[src/rtl/loader_pkg.sv]
// loader_pkg: shared states, status codes and widths for the program loader
package loader_pkg;
  localparam int ADDR_W = 10;
  localparam int DATA_W = 16;
  localparam logic [1:0] OK  = 2'b00;
  localparam logic [1:0] TMO = 2'b01;
  localparam logic [1:0] OVF = 2'b10;
  typedef enum logic [2:0] {IDLE, LOAD, DRAIN, GAP, START, RUN, RESULT} state_t;
endpackage

[src/rtl/program_loader.sv]
// program_loader: streams program words into code memory, starts the unit and reports its result
module program_loader
  import loader_pkg::*;
#(
  parameter logic [15:0] TIMEOUT = 16'hFFFF
) (
  input  logic              clk,
  input  logic              nrst,
  input  logic              s_valid,
  output logic              s_ready,
  input  logic [DATA_W-1:0] s_data,
  input  logic              s_last,
  output logic              wr,
  output logic [ADDR_W-1:0] addr,
  output logic [DATA_W-1:0] datain,
  output logic              start,
  input  logic              ready_i,
  input  logic [DATA_W-1:0] out_i,
  output logic              r_valid,
  input  logic              r_ready,
  output logic [DATA_W-1:0] r_data,
  output logic [1:0]        r_status,
  output logic [15:0]       r_cycles,
  output logic              busy
);
  state_t state_q, state_d;
  logic [ADDR_W-1:0] idx_q, idx_d, addr_q, addr_d;
  logic [DATA_W-1:0] datain_q, datain_d, rdata_q, rdata_d;
  logic [1:0] status_q, status_d;
  logic [15:0] cyc_q, cyc_d, cyc_inc;
  logic wr_q, wr_d, gap_q, gap_d, acc;

  always_comb begin
    s_ready = (state_q == IDLE) || (state_q == LOAD) || (state_q == DRAIN);
    acc = s_valid && s_ready;
    start = (state_q == START) && ready_i;
    busy = state_q != IDLE;
    r_valid = state_q == RESULT;
    cyc_inc = &cyc_q ? cyc_q : cyc_q + 16'd1;
    state_d = state_q;
    idx_d = idx_q;
    wr_d = 1'b0;
    addr_d = addr_q;
    datain_d = datain_q;
    gap_d = gap_q;
    rdata_d = rdata_q;
    status_d = status_q;
    cyc_d = cyc_q;
    case (state_q)
      IDLE, LOAD: if (acc) begin
        wr_d = 1'b1;
        addr_d = idx_q;
        datain_d = s_data;
        idx_d = idx_q + 10'd1;
        gap_d = 1'b0;
        if (state_q == IDLE) begin
          status_d = OK;
          rdata_d = '0;
          cyc_d = '0;
        end
        // the last memory slot filled without s_last: drop the rest of the stream
        if (!s_last && &idx_q) status_d = OVF;
        state_d = s_last ? GAP : (&idx_q ? DRAIN : LOAD);
      end
      DRAIN: if (acc && s_last) begin
        state_d = RESULT;
        rdata_d = '0;
      end
      GAP: begin
        gap_d = 1'b1;
        state_d = gap_q ? START : GAP;
      end
      START: if (ready_i) begin
        state_d = RUN;
        cyc_d = '0;
      end
      RUN: begin
        cyc_d = cyc_inc;
        // cyc_q is still zero in the acknowledge cycle, where ready_i is stale
        if ((cyc_q != 16'd0 && ready_i) || cyc_inc >= TIMEOUT) begin
          state_d = RESULT;
          rdata_d = out_i;
          status_d = (cyc_q != 16'd0 && ready_i) ? OK : TMO;
        end
      end
      RESULT: if (r_ready) begin
        state_d = IDLE;
        idx_d = '0;
      end
      default: state_d = IDLE;
    endcase
  end

  always_ff @(posedge clk or negedge nrst)
    if (!nrst) begin
      state_q <= IDLE;
      idx_q <= '0;
      wr_q <= 1'b0;
      addr_q <= '0;
      datain_q <= '0;
      gap_q <= 1'b0;
      rdata_q <= '0;
      status_q <= OK;
      cyc_q <= '0;
    end else begin
      state_q <= state_d;
      idx_q <= idx_d;
      wr_q <= wr_d;
      addr_q <= addr_d;
      datain_q <= datain_d;
      gap_q <= gap_d;
      rdata_q <= rdata_d;
      status_q <= status_d;
      cyc_q <= cyc_d;
    end

  assign wr = wr_q;
  assign addr = addr_q;
  assign datain = datain_q;
  assign r_data = rdata_q;
  assign r_status = status_q;
  assign r_cycles = cyc_q;
endmodule

[config.mk]
export PLATFORM = sky130hd
export DESIGN_NAME = program_loader
export DESIGN_NICKNAME = d
export VERILOG_FILES = /design/src/rtl/loader_pkg.sv /design/src/rtl/program_loader.sv
export SDC_FILE = /design/constraint.sdc
export NUM_CORES = 1
export LEC_CHECK = 0
export ABC_CLOCK_PERIOD_IN_PS = 4390
export BUFFER_PORTS_ARGS = -buffer_cell sky130_fd_sc_hd__buf_2
export CAP_MARGIN = 20
export CORE_ASPECT_RATIO = 0.9
export CORE_MARGIN = 2
export CORE_UTILIZATION = 54
export CTS_BUF_LIST = sky130_fd_sc_hd__clkbuf_8
export DETAILED_ROUTE_END_ITERATION = 8
export GPL_ROUTABILITY_DRIVEN = 0
export MAX_ROUTING_LAYER = met4
export PLACE_DENSITY = 0.87
export SLEW_MARGIN = 20
export SYNTH_ARGS = -nofsm -noshare
export SYNTH_HDL_FRONTEND = slang
export SYNTH_SLANG_ARGS = --single-unit
[constraint.sdc]
create_clock -name clk -period 4.39 [get_ports clk]
set_clock_uncertainty 0.2 [all_clocks]
set_input_delay 0.878 -clock clk [delete_from_list [all_inputs] [get_ports clk]]
set_output_delay 0.878 -clock clk [all_outputs]
set_load 0.1 [all_outputs]
==> summary.txt <==
Final layout
  • Area growth syn-to-layout: 18.7%
  • Layout cells sized above 1: around a quarter
  • Area of the multi-input gates: approximately 1700 µm²
  • Register area: around 1900 µm²
  • Fillcell total: roughly 530
  • Layout Nets: between 500 and 600
  • Commonest non-fill, non-tap cells in the layout: nand2_1, buf_2, dfrtp_1
  • Final Non-Filler Cells: between 500 and 600
  • Diode count: 0

Floorplan
  • Die area: about 7700 µm²
  • Initial core utilization: roughly 57%
  • Die X: 92.2 µm
  • # rows: 28
  • I/O pins: 103
  • Core ar.: 6690 µm²
  • Die H: about 83 µm

Global routing
  • Grt ovf: 0
  • First-pass GRT wire length: between 15 and 20 mm
  • GRT Util Overall: about a quarter
  • Largest net degree at the start of global routing: 76
  • Met3 global-route usage: 5.72%
  • Grt peak-use layer: met2
  • Initial antenna violation count: 0
  • Met1 Use GR: 34.3%
  • GR met2 Demand/Resource: between 40% and 50%
  • Vias in the first global route: roughly 3300

Timing
  • Max-slew headroom at the worst pin: 37.5%
  • Final min period: around 3.5 ns
  • Sum Neg Setup Slack: 0 ns
  • Hold slack: about 0.27 ns
  • Endpoints failing hold: 0
  • Final Cycle Share: 79.1%
  • Slew @ Worst Pin: roughly 0.94 ns
  • Final setup violation count: 0
  • Max Fclk: ~0.29 GHz
  • Slew Limit Fails: 0
  • RSZ-0062 raised after global routing: false

Drt
  • Initial drt markers: 327
  • Final WL: just under 10 mm
  • DR vias/cell: about 5.9
  • WL per Instance: between 15 and 20 µm
  • Post-DRT Antenna Nets: 0
  • First drt pass iteration count: 5
  • Via count: 3513
  • DRC: 0

CTS
  • Max Root-Sink Buffers: 2
  • Clk sink count: between 70 and 80
  • H-tree depth: 3
  • CTS root buf: clkbuf_8
  • Worst-path clk slew: 0.08 ns
  • Post-CTS Setup Repair Bufs: 0
  • TritonCTS clock tree: yes
  • Hold-fix buffers, CTS: 0
  • Worst-Skew Late Latency: 0.35 ns
  • CTS buffer count: 9
  • Post-cts sizing count: 0

Synth
  • Cell taking the most area after synthesis: dfrtp_1
  • Yosys cell types: 52
  • Dominant synthesized flop cell: dfrtp_1
  • Synth top area share: about half
  • Post-Syn Nets: 454
  • Mapped cell area: around 3800 µm²
  • Asr flop ratio synth: 100%
  • Sequential element share of the synthesized area: 49.6%
  • YS warnings: 0
  • Mapped Cells: roughly 410
  • Most area-consuming cells after synthesis: dfrtp_1, nand2_1, a22o_1, o21ai_0, a21oi_1
  • Synth Register Bits: 75
  • EDFF count, synth: 0
  • Average size of a mapped cell: about 9 µm²

Worst setup path
  • Max FO, Critical Path: 16
  • Critical path type: flip-flop to flip-flop
  • Critical path capture point type: flip-flop
  • CP Data Required Time: 4.43 ns
  • Reg-to-Reg Start: r_cycles[0]
  • Startpoint types: flip-flop
  • Setup crit start: r_cycles[0]
  • Crit-path slowest cell: dfrtp_1
  • Critical-path cell list: ha_1, and3_1, nand3_1, or4_4, a2111oi_4, a41oi_4, o21bai_4, a22o_1
  • Critical path arrival: roughly 3.5 ns
  • Crit path max-delay family: compound AO/OA/AOI/OAI gates
  • Largest stage delay on the critical path: between 0.5 and 0.6 ns
  • Buf/Inv on CP: 0

Run
  • Number of max-cap violations: 0

Place
  • # placed instances: between 500 and 600
  • PortBufs: about 100
  • Dpl hpwl: 6.67 mm

Outcome
  • Status: finished clean

Hold path
  • Worst hold path type: flip-flop to flip-flop
  • Hold path startpoint: datain[5]
cells in the mapped netlist, types with 4 or more instances:
| cell type | n |
|---|---|
| nor2_1 | 20 |
| nor4_1 | 6 |
| a22o_1 | 18 |
| nor2b_1 | 4 |
| and4_1 | 6 |
| or3_1 | 5 |
| nand4_1 | 9 |
| and3_1 | 4 |
| xnor2_1 | 5 |
| buf_2 | 7 |
| a21oi_1 | 22 |
| o21ai_0 | 31 |
| dfrtp_1 | 75 |
| clkbuf_1 | 17 |
| nor3_1 | 5 |
| nand3_1 | 8 |
| inv_1 | 10 |
| nand2_1 | 101 |
| a21o_1 | 4 |
| a41oi_1 | 6 |
metal layers:
metal	wire (µm)	up-vias
met5	0	-
met4	204	0
met3	893	28
met2	4510	224
met1	4020	1643
li1	-	1618
cell families (layout without fill, tap and decap cells):
group                    Yosys count  in the layout  synth area share [%]
AND/OR/NAND/NOR                  184            184                  23.2
AO/OA/AOI/OAI                    100            100                  18.6
flip-flops                        75             75                  49.6
buffers and inverters             40            131                  4.90
XOR/XNOR                           8              8                  1.85
adder cells (fa/ha/maj)            3              3                 0.992
multiplexers                       3              3                 0.860
cell type report:
class | instances | share of cell area (%)
repair buffers | 105 | 11.9
clock buffers | 10 | 3.06
flip-flops and latches | 75 | 41.8
clock inverters | 6 | 1.42
inverters | 10 | 0.836
well taps | 90 | 2.51
multi-input cells | 298 | 38.5
flip-flops by register name (all words and copies together) (netlist names), 2 cells and up:
register and flops:
idx_q 10, addr 10, datain 16, r_cycles 16, r_data 16, r_status 2
state_q 3
final timing paths:
path,to,slack (ns),cells after the start
min in group asynchronous,addr[4],0.47,1
worst max-delay path,r_data[6],0.92,8
worst min register to register,datain[5],0.27,2
worst max register to register,r_data[6],0.92,8
worst min-delay path,datain[5],0.27,2
max in group asynchronous,r_cycles[8],2.92,1
per-stage QoR:
| stage | utilization (%) | setup WS (ns) | area [µm²] |
|---|---|---|---|
| 4_1_cts | 67.1 | 0.971 | 4490 |
| 3_5_place_dp | 64.1 | 0.986 | 4290 |
| 6_report | 67.1 | 0.916 | 4490 |
| 2_1_floorplan | - | 0.569 | 3790 |
| 3_3_place_gp | 64.1 | 1.12 | 4290 |
| 5_1_grt | 67.1 | 0.782 | 4490 |
worst min-delay path: cells and delay by family, from the launching register on:
family           cells  cell delay [ns]
flip-flops           1             0.34
AND/OR/NAND/NOR      2             0.10
Power is left out: the tool's default activity adds up to more than one toggle a clock period on the data nets, which glitch-free logic cannot reach.
